`config.mk`:
```
export PLATFORM = sky130hd
export DESIGN_NAME = bus_switch_flat
export DESIGN_NICKNAME = d
export VERILOG_FILES = /design/src/rtl/bus_switch_if.sv /design/src/rtl/bus_switch.sv /design/src/flat_wrapper.sv
export SDC_FILE = /design/constraint.sdc
export NUM_CORES = 1
export LEC_CHECK = 0
export BUFFER_PORTS_ARGS = -buffer_cell sky130_fd_sc_hd__buf_2
export CORE_AREA = 2 2 190 192
export CTS_BUF_LIST = sky130_fd_sc_hd__clkbuf_16
export DETAILED_ROUTE_END_ITERATION = 10
export DIE_AREA = 0 0 192 194
export PLACE_DENSITY = 0.4
export SLEW_MARGIN = 20
export SYNTH_ARGS = -nofsm -noshare
export SYNTH_HDL_FRONTEND = slang
export SYNTH_SLANG_ARGS = --single-unit
```
`constraint.sdc`:
```
create_clock -name i_clock -period 2.95 [get_ports i_clock]
set_input_delay 0.885 -clock i_clock [delete_from_list [all_inputs] [get_ports i_clock]]
set_output_delay 0.885 -clock i_clock [all_outputs]
set_load 0.01 [all_outputs]
```
`src/rtl/bus_switch_if.sv`:
```
// Bus bundle between the CPU master, the switch and the NSLAVES slave ports.
// Signal names keep the i_/o_ direction prefixes as seen from the switch.
interface bus_switch_if #(
  parameter int NSLAVES = 8
);
  logic                    i_request;
  logic                    i_rw;
  logic [31:0]             i_address;
  logic [31:0]             i_wdata;
  logic [31:0]             o_rdata;
  logic                    o_ready;
  logic                    o_error;
  logic [NSLAVES-1:0]      o_slave_request;
  logic                    o_slave_rw;
  logic [31:0]             o_slave_address;
  logic [31:0]             o_slave_wdata;
  logic [NSLAVES*32-1:0]   i_slave_rdata;
  logic [NSLAVES-1:0]      i_slave_ready;
  logic [31:0]             o_fault_address;
  logic [15:0]             o_fault_count;

  // Switch side.
  modport slave (
    input  i_request, i_rw, i_address, i_wdata, i_slave_rdata, i_slave_ready,
    output o_rdata, o_ready, o_error, o_slave_request, o_slave_rw,
           o_slave_address, o_slave_wdata, o_fault_address, o_fault_count
  );

  // CPU and slave-port side.
  modport master (
    output i_request, i_rw, i_address, i_wdata, i_slave_rdata, i_slave_ready,
    input  o_rdata, o_ready, o_error, o_slave_request, o_slave_rw,
           o_slave_address, o_slave_wdata, o_fault_address, o_fault_count
  );
endinterface

```
`src/rtl/bus_switch.sv`:
```
// Single-master to NSLAVES-slave bus switch: window decode with address
// rebasing, registered response, bus timeout, unmapped-address error
// completion and a fault address / saturating fault counter for debug.
module bus_switch #(
  parameter int                      NSLAVES       = 8,
  parameter logic [NSLAVES*32-1:0]   SLAVE_BASE    = '0,
  parameter logic [NSLAVES*32-1:0]   SLAVE_SIZE    = '0,
  parameter int unsigned             TIMEOUT       = 1024,
  parameter logic [31:0]             DEFAULT_RDATA = 32'h0000_0000
) (
  input logic         i_clock,
  input logic         i_reset_n,
  bus_switch_if.slave bus
);

  localparam int          SEL_W        = (NSLAVES > 1) ? $clog2(NSLAVES) : 1;
  localparam logic [31:0] TIMEOUT_LAST = (TIMEOUT == 0) ? 32'd0 : 32'(TIMEOUT - 1);

  typedef enum logic [1:0] {
    ST_IDLE,
    ST_ACTIVE,
    ST_DONE
  } state_t;

  state_t              state_q, state_d;
  logic [SEL_W-1:0]    sel_q;
  logic [31:0]         wait_cnt_q;
  logic                ready_q;
  logic                error_q;
  logic [31:0]         rdata_q;
  logic [NSLAVES-1:0]  slave_req_q;
  logic                slave_rw_q;
  logic [31:0]         slave_addr_q;
  logic [31:0]         slave_wdata_q;
  logic [31:0]         fault_addr_q;
  logic [15:0]         fault_cnt_q;

  logic                hit_any;
  logic [SEL_W-1:0]    hit_idx;
  logic [NSLAVES-1:0]  hit_onehot;
  logic [31:0]         hit_offset;
  logic [31:0]         offset_k;

  logic                sel_ready;
  logic [31:0]         sel_rdata;
  logic                timeout_hit;

  logic                ev_accept;
  logic                ev_unmapped;
  logic                ev_slave_done;
  logic                ev_timeout;
  logic                ev_abort;
  logic                ev_release;
  logic                ev_error;

  // Fault counter sticks at all-ones instead of wrapping.
  function automatic logic [15:0] sat_inc16(input logic [15:0] v);
    return (v == 16'hFFFF) ? v : v + 16'd1;
  endfunction

  // Address decode: walk from the top index down so the lowest hitting index wins.
  // The unsigned 32-bit offset compare keeps windows ending at 4 GiB correct.
  always_comb begin
    hit_any    = 1'b0;
    hit_idx    = '0;
    hit_onehot = '0;
    hit_offset = '0;
    offset_k   = '0;
    for (int k = NSLAVES - 1; k >= 0; k--) begin
      offset_k = bus.i_address - SLAVE_BASE[k*32 +: 32];
      if ((SLAVE_SIZE[k*32 +: 32] != 32'd0) &&
          (bus.i_address >= SLAVE_BASE[k*32 +: 32]) &&
          (offset_k < SLAVE_SIZE[k*32 +: 32])) begin
        hit_any        = 1'b1;
        hit_idx        = SEL_W'(k);
        hit_onehot     = '0;
        hit_onehot[k]  = 1'b1;
        hit_offset     = offset_k;
      end
    end
  end

  // Response mux for the latched slave; other slaves' ready/data never reach the FSM.
  always_comb begin
    sel_ready = 1'b0;
    sel_rdata = '0;
    for (int k = 0; k < NSLAVES; k++) begin
      if (sel_q == SEL_W'(k)) begin
        sel_ready = bus.i_slave_ready[k];
        sel_rdata = bus.i_slave_rdata[k*32 +: 32];
      end
    end
  end

  assign timeout_hit = (TIMEOUT != 0) && (wait_cnt_q == TIMEOUT_LAST);

  // FSM state register.
  always_ff @(posedge i_clock or negedge i_reset_n) begin
    if (!i_reset_n) state_q <= ST_IDLE;
    else            state_q <= state_d;
  end

  // FSM next state and transition events; a master dropping request wins over ready.
  always_comb begin
    state_d       = state_q;
    ev_accept     = 1'b0;
    ev_unmapped   = 1'b0;
    ev_slave_done = 1'b0;
    ev_timeout    = 1'b0;
    ev_abort      = 1'b0;
    ev_release    = 1'b0;
    case (state_q)
      ST_IDLE: begin
        if (bus.i_request) begin
          if (hit_any) begin
            state_d   = ST_ACTIVE;
            ev_accept = 1'b1;
          end else begin
            state_d     = ST_DONE;
            ev_unmapped = 1'b1;
          end
        end
      end
      ST_ACTIVE: begin
        if (!bus.i_request) begin
          state_d  = ST_IDLE;
          ev_abort = 1'b1;
        end else if (sel_ready) begin
          state_d       = ST_DONE;
          ev_slave_done = 1'b1;
        end else if (timeout_hit) begin
          state_d    = ST_DONE;
          ev_timeout = 1'b1;
        end
      end
      ST_DONE: begin
        if (!bus.i_request) begin
          state_d    = ST_IDLE;
          ev_release = 1'b1;
        end
      end
      default: state_d = ST_IDLE;
    endcase
  end

  assign ev_error = ev_unmapped | ev_timeout;

  // Slave-side request: latch the decoded transaction, drop it on any exit from ACTIVE.
  always_ff @(posedge i_clock or negedge i_reset_n) begin
    if (!i_reset_n) begin
      sel_q         <= '0;
      slave_req_q   <= '0;
      slave_rw_q    <= 1'b0;
      slave_addr_q  <= '0;
      slave_wdata_q <= '0;
    end else if (ev_accept) begin
      sel_q         <= hit_idx;
      slave_req_q   <= hit_onehot;
      slave_rw_q    <= bus.i_rw;
      slave_addr_q  <= hit_offset;
      slave_wdata_q <= bus.i_wdata;
    end else if (ev_slave_done || ev_timeout || ev_abort) begin
      slave_req_q   <= '0;
    end
  end

  // Wait counter: zero on the first ACTIVE cycle, counts every ACTIVE cycle after.
  always_ff @(posedge i_clock or negedge i_reset_n) begin
    if (!i_reset_n)                wait_cnt_q <= '0;
    else if (ev_accept)            wait_cnt_q <= '0;
    else if (state_q == ST_ACTIVE) wait_cnt_q <= wait_cnt_q + 32'd1;
  end

  // Master-side completion; rdata keeps its last value after the master releases.
  always_ff @(posedge i_clock or negedge i_reset_n) begin
    if (!i_reset_n) begin
      ready_q <= 1'b0;
      error_q <= 1'b0;
      rdata_q <= '0;
    end else if (ev_slave_done) begin
      ready_q <= 1'b1;
      error_q <= 1'b0;
      rdata_q <= sel_rdata;
    end else if (ev_error) begin
      ready_q <= 1'b1;
      error_q <= 1'b1;
      rdata_q <= DEFAULT_RDATA;
    end else if (ev_release) begin
      ready_q <= 1'b0;
      error_q <= 1'b0;
    end
  end

  // Fault log: capture the offending address and count every error completion.
  always_ff @(posedge i_clock or negedge i_reset_n) begin
    if (!i_reset_n) begin
      fault_addr_q <= '0;
      fault_cnt_q  <= '0;
    end else if (ev_error) begin
      fault_addr_q <= bus.i_address;
      fault_cnt_q  <= sat_inc16(fault_cnt_q);
    end
  end

  assign bus.o_rdata         = rdata_q;
  assign bus.o_ready         = ready_q;
  assign bus.o_error         = error_q;
  assign bus.o_slave_request = slave_req_q;
  assign bus.o_slave_rw      = slave_rw_q;
  assign bus.o_slave_address = slave_addr_q;
  assign bus.o_slave_wdata   = slave_wdata_q;
  assign bus.o_fault_address = fault_addr_q;
  assign bus.o_fault_count   = fault_cnt_q;

endmodule

```
`src/flat_wrapper.sv`:
```
// flat-port wrapper written by rule: the top's interface ports become plain ports
module bus_switch_flat 
#(
  parameter int                      NSLAVES       = 8,
  parameter logic [NSLAVES*32-1:0]   SLAVE_BASE    = '0,
  parameter logic [NSLAVES*32-1:0]   SLAVE_SIZE    = '0,
  parameter int unsigned             TIMEOUT       = 1024,
  parameter logic [31:0]             DEFAULT_RDATA = 32'h0000_0000
)
  (i_clock, i_reset_n, bus_i_request, bus_i_rw, bus_i_address, bus_i_wdata, bus_i_slave_rdata, bus_i_slave_ready, bus_o_rdata, bus_o_ready, bus_o_error, bus_o_slave_request, bus_o_slave_rw, bus_o_slave_address, bus_o_slave_wdata, bus_o_fault_address, bus_o_fault_count);
  bus_switch_if #(.NSLAVES(NSLAVES)) bus_i ();
  input logic i_clock;
  input logic i_reset_n;
  input wire logic [$bits(bus_i.i_request)-1:0] bus_i_request;
  input wire logic [$bits(bus_i.i_rw)-1:0] bus_i_rw;
  input wire logic [$bits(bus_i.i_address)-1:0] bus_i_address;
  input wire logic [$bits(bus_i.i_wdata)-1:0] bus_i_wdata;
  input wire logic [$bits(bus_i.i_slave_rdata)-1:0] bus_i_slave_rdata;
  input wire logic [$bits(bus_i.i_slave_ready)-1:0] bus_i_slave_ready;
  output wire logic [$bits(bus_i.o_rdata)-1:0] bus_o_rdata;
  output wire logic [$bits(bus_i.o_ready)-1:0] bus_o_ready;
  output wire logic [$bits(bus_i.o_error)-1:0] bus_o_error;
  output wire logic [$bits(bus_i.o_slave_request)-1:0] bus_o_slave_request;
  output wire logic [$bits(bus_i.o_slave_rw)-1:0] bus_o_slave_rw;
  output wire logic [$bits(bus_i.o_slave_address)-1:0] bus_o_slave_address;
  output wire logic [$bits(bus_i.o_slave_wdata)-1:0] bus_o_slave_wdata;
  output wire logic [$bits(bus_i.o_fault_address)-1:0] bus_o_fault_address;
  output wire logic [$bits(bus_i.o_fault_count)-1:0] bus_o_fault_count;
  assign bus_i.i_request = bus_i_request;
  assign bus_i.i_rw = bus_i_rw;
  assign bus_i.i_address = bus_i_address;
  assign bus_i.i_wdata = bus_i_wdata;
  assign bus_i.i_slave_rdata = bus_i_slave_rdata;
  assign bus_i.i_slave_ready = bus_i_slave_ready;
  assign bus_o_rdata = bus_i.o_rdata;
  assign bus_o_ready = bus_i.o_ready;
  assign bus_o_error = bus_i.o_error;
  assign bus_o_slave_request = bus_i.o_slave_request;
  assign bus_o_slave_rw = bus_i.o_slave_rw;
  assign bus_o_slave_address = bus_i.o_slave_address;
  assign bus_o_slave_wdata = bus_i.o_slave_wdata;
  assign bus_o_fault_address = bus_i.o_fault_address;
  assign bus_o_fault_count = bus_i.o_fault_count;
  bus_switch #(.NSLAVES(NSLAVES), .SLAVE_BASE(SLAVE_BASE), .SLAVE_SIZE(SLAVE_SIZE), .TIMEOUT(TIMEOUT), .DEFAULT_RDATA(DEFAULT_RDATA)) u_core (.i_clock(i_clock), .i_reset_n(i_reset_n), .bus(bus_i));
endmodule
```
Word level (Yosys, flattened, before mapping)
Index checks and enable logic that the tools add are counted.
- add/sub/neg operators: 2
- equality and inequality tests: 7
- mux-type cells: 23
- bitwise logic cells: 2
- reduce and logical (&&, ||, !) cells: 5
- operators by type and width (cell ; count):
    2-to-1 mux 32 bit ; 2
    adder 32 x 1 -> 32 bit, second input constant ; 1
    equality test 32 x 10 -> 1 bit, second input constant ; 1
    adder 16 x 1 -> 16 bit, second input constant ; 1
    equality test 16 bit, second input constant ; 1
    2-to-1 mux 1 bit ; 15
    2-to-1 mux 2 bit ; 5
    one-hot mux 2 bit (3 select lines) ; 1
    inequality test 2 bit, second input constant ; 2
    inequality test 4 x 2 -> 1 bit, second input constant ; 1
    AND reduction 3 bit ; 1
    nonzero test 3 bit ; 1
    equality test 2 x 1 -> 1 bit, second input constant ; 1
    equality test 2 bit, second input constant ; 1
    logical NOT 2 bit ; 1
    AND reduction 2 bit ; 1
    nonzero test 2 bit ; 1
    NOT 1 bit ; 1
    bitwise OR 1 bit ; 1
- flip-flop bits (word level): 116
- bits of input ports: 332

Depth between registers and ports, before layout
- depth in word-level cells: 8
- depth in mapped cells: 7
- gate-level depth less buffers: 6

Worst setup path before layout
OpenSTA, ideal clock, no wires.
- path type: input-to-reg
- from: input bus_i_request
- to: register u_core.fault_cnt_q[11], in the netlist u_core.bus.o_fault_count[11]
- setup time: 0.126 ns
- data arrival time: 1.832 ns
- setup slack: 0.992 ns
- stages on the path: 6
- path through: ha_1 buf_4 nand4_1 a41oi_4 nand4_1 xnor2_1
- word-level cells in the longest chain between the ends: 4
- elaborated cells on any way between the ends: 6
- RTL lines (element ; RTL line ; text):
    from (decl) ; flat_wrapper.sv:14 ; input wire logic [$bits(bus_i.i_request)-1:0] bus_i_request;
    2-to-1 mux 1 bit, on equally long branches ; bus_switch.sv:114, bus_switch.sv:125 ;
    2-to-1 mux 1 bit ; bus_switch.sv:112 ; case (state_q)
    bitwise OR 1 bit * ; bus_switch.sv:146 ; assign ev_error = ev_unmapped | ev_timeout;
    AND reduction 2 bit (no line) * ; n/a ;
    to (signal assigned) ; bus_switch.sv:201 ; fault_cnt_q <= sat_inc16(fault_cnt_q);
    to (decl) ; bus_switch.sv:36 ; logic [15:0] fault_cnt_q;
Mark *: on every way between the ends. The rest lies on a longest branch, timed or not.
A chain may end at the register's enable or synchronous reset.

Worst setup path after layout
- from: register u_core.fault_cnt_q[9], in the netlist u_core.bus.o_fault_count[9]
- to: output bus_o_fault_count[9]
- RTL lines (element ; RTL line ; text):
    to (decl) ; flat_wrapper.sv:28 ; output wire logic [$bits(bus_i.o_fault_count)-1:0] bus_o_fault_count;
No word-level cell between the ends.

==> results.sh <==
export IMPL_r2r_worst_path_cells=5
export IMPL_post_dp_hpwl_microns=6360
export IMPL_hold_worst_slack_ps=479
export IMPL_yosys_cell_types_count=22
export IMPL_critPathSlowestCell="dfrtp_1"
export IMPL_area_delta_synth_final_pct=26.0
export IMPL_timing_critical_path_slowest_cell_delay_ps=450
export IMPL_routed_via_count=1683
export IMPL_yosys_top_cells_area="dfrtp_1 44%, buf_4 28%, mux2_2 13%, xnor2_1 3.4%, xor2_1 1.5%"
export IMPL_worstSetupEndpoint="bus_o_fault_count[9]"
export IMPL_via_per_inst=2.12
export IMPL_finalCriticalPeriod_ps=1830
export IMPL_final_cycle_utilization_of_the_critical_path=0.621
export IMPL_route_detailed_wl_per_inst_microns=9.55
export IMPL_finalMaxSlewViolations=0
export IMPL_die_w_microns=192
export IMPL_cts_tree="done"
export IMPL_pre_cts_slack_ps=830
export IMPL_start_util=0.0806
export IMPL_synth_seq_cells=50
export IMPL_netlist_area_leader_share=0.441
export IMPL_cts_root_buffer_cell="clkbuf_16"
export IMPL_mostFrequentLayoutCell="conb_1"
export IMPL_ff2ff_setup_slack_ps=1360
export IMPL_yosysTopAreaCell="dfrtp_1"
export IMPL_antenna_found_initial=0
export IMPL_finalInstanceArea_sq_um=3580
export IMPL_crit_path_start_kind="flip-flop"
export IMPL_cts_buffers=5
export IMPL_routabilityCongestion=0.616
export IMPL_cp_cell_sequence="buf_2"
export IMPL_postLayoutCoreUtil=0.102
export IMPL_crit_required_ps=2070
export IMPL_leading_cell_types_in_the_layout_fill_and_taps_excluded="105 x conb_1, 84 x buf_2, 50 x dfrtp_1"
export IMPL_critical_path_reg2reg_startpoint="u_core.bus.o_fault_count[0]"
export IMPL_stages_on_worst_setup_path=1
export IMPL_core_region_area_sq_um=35200
export IMPL_post_cts_repair_setup_buffers=0
export IMPL_outcome="complete, no violations"
export IMPL_max_cap_violations=0
export IMPL_end_kind="primary output"
export IMPL_fin_setup_tns_ps=0
export IMPL_final_hold_viol_count=0
export IMPL_drc_violation_count_after_routing=0
export IMPL_first_global_vias=1655
export IMPL_synth_area_per_cell_sq_um=11.5
export IMPL_grt_use_total=0.0397
export IMPL_largest_net_degree_at_the_start_of_global_routing=30
export IMPL_post_route_cells_drive_above_1_share=0.395
export IMPL_power_density_nw_per_um2=769
export IMPL_worst_clock_skew_ps=3.30
export IMPL_clock_network_latency_to_the_later_pin_of_the_worst_skew_pair_ps=280
export IMPL_num_nets_final=668
export IMPL_numClockSinks=50
export IMPL_synth_yosys_seq_area_share=0.441
export IMPL_std_cell_rows=69
export IMPL_setup_slack_ps=1120
export IMPL_irDropWorstVdd_mv=0.436
export IMPL_power_leakage_uw=0.00166
export IMPL_reg2reg_to="u_core.bus.o_fault_count[1]"
export IMPL_synth_warning_count=0
export IMPL_critPathMaxFanout=6
export IMPL_antenna_violating_nets_post_route=0
export IMPL_top_level_ports=487
export IMPL_holdBufCountCts=0
export IMPL_clock_input_transition_at_the_sequential_cells_of_the_worst_setup_and_hold_paths_ps=70
export IMPL_timing_worst_setup_path_type="flip-flop to primary output"
export IMPL_fp_dieH_microns=194
export IMPL_max_slew_worst_pin_slew_ps=568
export IMPL_syn_area_sq_um=2840
export IMPL_crit_path_start="u_core.bus.o_fault_count[9]"
export IMPL_final_setup_violating_endpoints=0
export IMPL_cts_buffer_depth=2
export IMPL_timing_fmax_mhz=546
export IMPL_worstHoldPathType="flip-flop to flip-flop"
export IMPL_slew_limit_headroom=0.621
export IMPL_synthesis_instances=246
export IMPL_num_antenna_cells=0
export IMPL_cp_buffers_inverters=1
export IMPL_routed_wirelength_microns=7590
export IMPL_drt_first_pass_iters=4
export IMPL_placed_cell_area_sq_um=3450
export IMPL_critPathArrivalTime_ps=950
export IMPL_detailedRoute_firstIterationViolations=37
export IMPL_cts_resized=0
export IMPL_place_port_buffers=84
export IMPL_htree_num_levels=2
export IMPL_critPathTopFamily="flip-flops"
export IMPL_global_route_wire_length_before_repair_microns=10700
export IMPL_grt_setup_unrepaired="no"
export IMPL_die_area_sq_um=37200
export IMPL_grt_overflow_total=0
[worst min-delay path by stage]
stage	cells after the start	start	end	slack, ps
floorplan	1	u_core.state_q[1]	u_core.state_q[1]	450
global placement	1	u_core.state_q[1]	u_core.state_q[1]	460
detailed placement	1	u_core.state_q[1]	u_core.state_q[1]	470
CTS	1	u_core.state_q[1]	u_core.state_q[1]	480
global route	1	u_core.state_q[1]	u_core.state_q[1]	500
finish	1	u_core.state_q[1]	u_core.state_q[1]	480
[flip-flops by register name, summed over array words and instances, names as in the netlist]
register	cells
u_core.bus.o_fault_address	32
u_core.bus.o_fault_count	16
u_core.bus.o_error	1
u_core.state_q	1
[power by group]
group | leakage (uW) | switching, uW | internal (uW) | total, uW
sequential | 0.000614 | 176 | 964 | 1140
clock | 0.0000723 | 250 | 304 | 555
combinational | 0.000973 | 575 | 485 | 1060
total | 0.00166 | 1000 | 1750 | 2750
[cell usage after synthesis, drive strengths merged]
| master | number |
|---|---|
| nor3 | 2 |
| dfrtp | 50 |
| mux2 | 34 |
| and3 | 2 |
| nand3 | 5 |
| a211o | 1 |
| a41oi | 1 |
| ha | 2 |
| nor2 | 3 |
| xnor2 | 11 |
| xor2 | 5 |
| buf | 110 |
| nand2 | 6 |
| conb | 1 |
| and4 | 4 |
| inv | 1 |
| nand2b | 1 |
| nand4 | 6 |
| a31o | 1 |
[cells by family (layout without fill, tap and decap cells)]
| family | count (synthesis) | in the layout | synth area share |
|---|---|---|---|
| other | 1 | 105 | 0.00132 |
| flip-flops | 50 | 50 | 0.441 |
| AND/OR/NAND/NOR | 29 | 29 | 0.0599 |
| buffers and inverters | 111 | 95 | 0.289 |
| XOR/XNOR | 16 | 16 | 0.0493 |
| multiplexers | 34 | 34 | 0.135 |
| AO/OA/AOI/OAI | 3 | 3 | 0.0159 |
| adder cells (fa/ha/maj) | 2 | 2 | 0.00881 |
[cell type report]
type	instances	area, sq um
clock buffers	5	125
repair buffers	87	455
clock inverters	2	7.51
flip-flops and latches	50	1250
inverters	1	3.75
fillers	4082	31600
well taps	461	577
multi-input cells	189	1160
[per-layer routing]
layer | wire length [microns] | vias to the layer above | global-route usage
met5 | 0 | - | 0
met2 | 3340 | 99 | 0.0599
li1 | - | 777 | -
met1 | 3110 | 805 | 0.0467
met4 | 25 | 0 | 0.00594
met3 | 1120 | 2 | 0.0279
[per-stage QoR]
step / power [uW] / std cells
finish: 2750 / 795
global route: 2970 / 795
CTS: 2810 / 795
detailed placement: 2230 / 788
global placement: 2220 / 788
floorplan: 1830 / 350
Power figures use the tool's default switching activity.
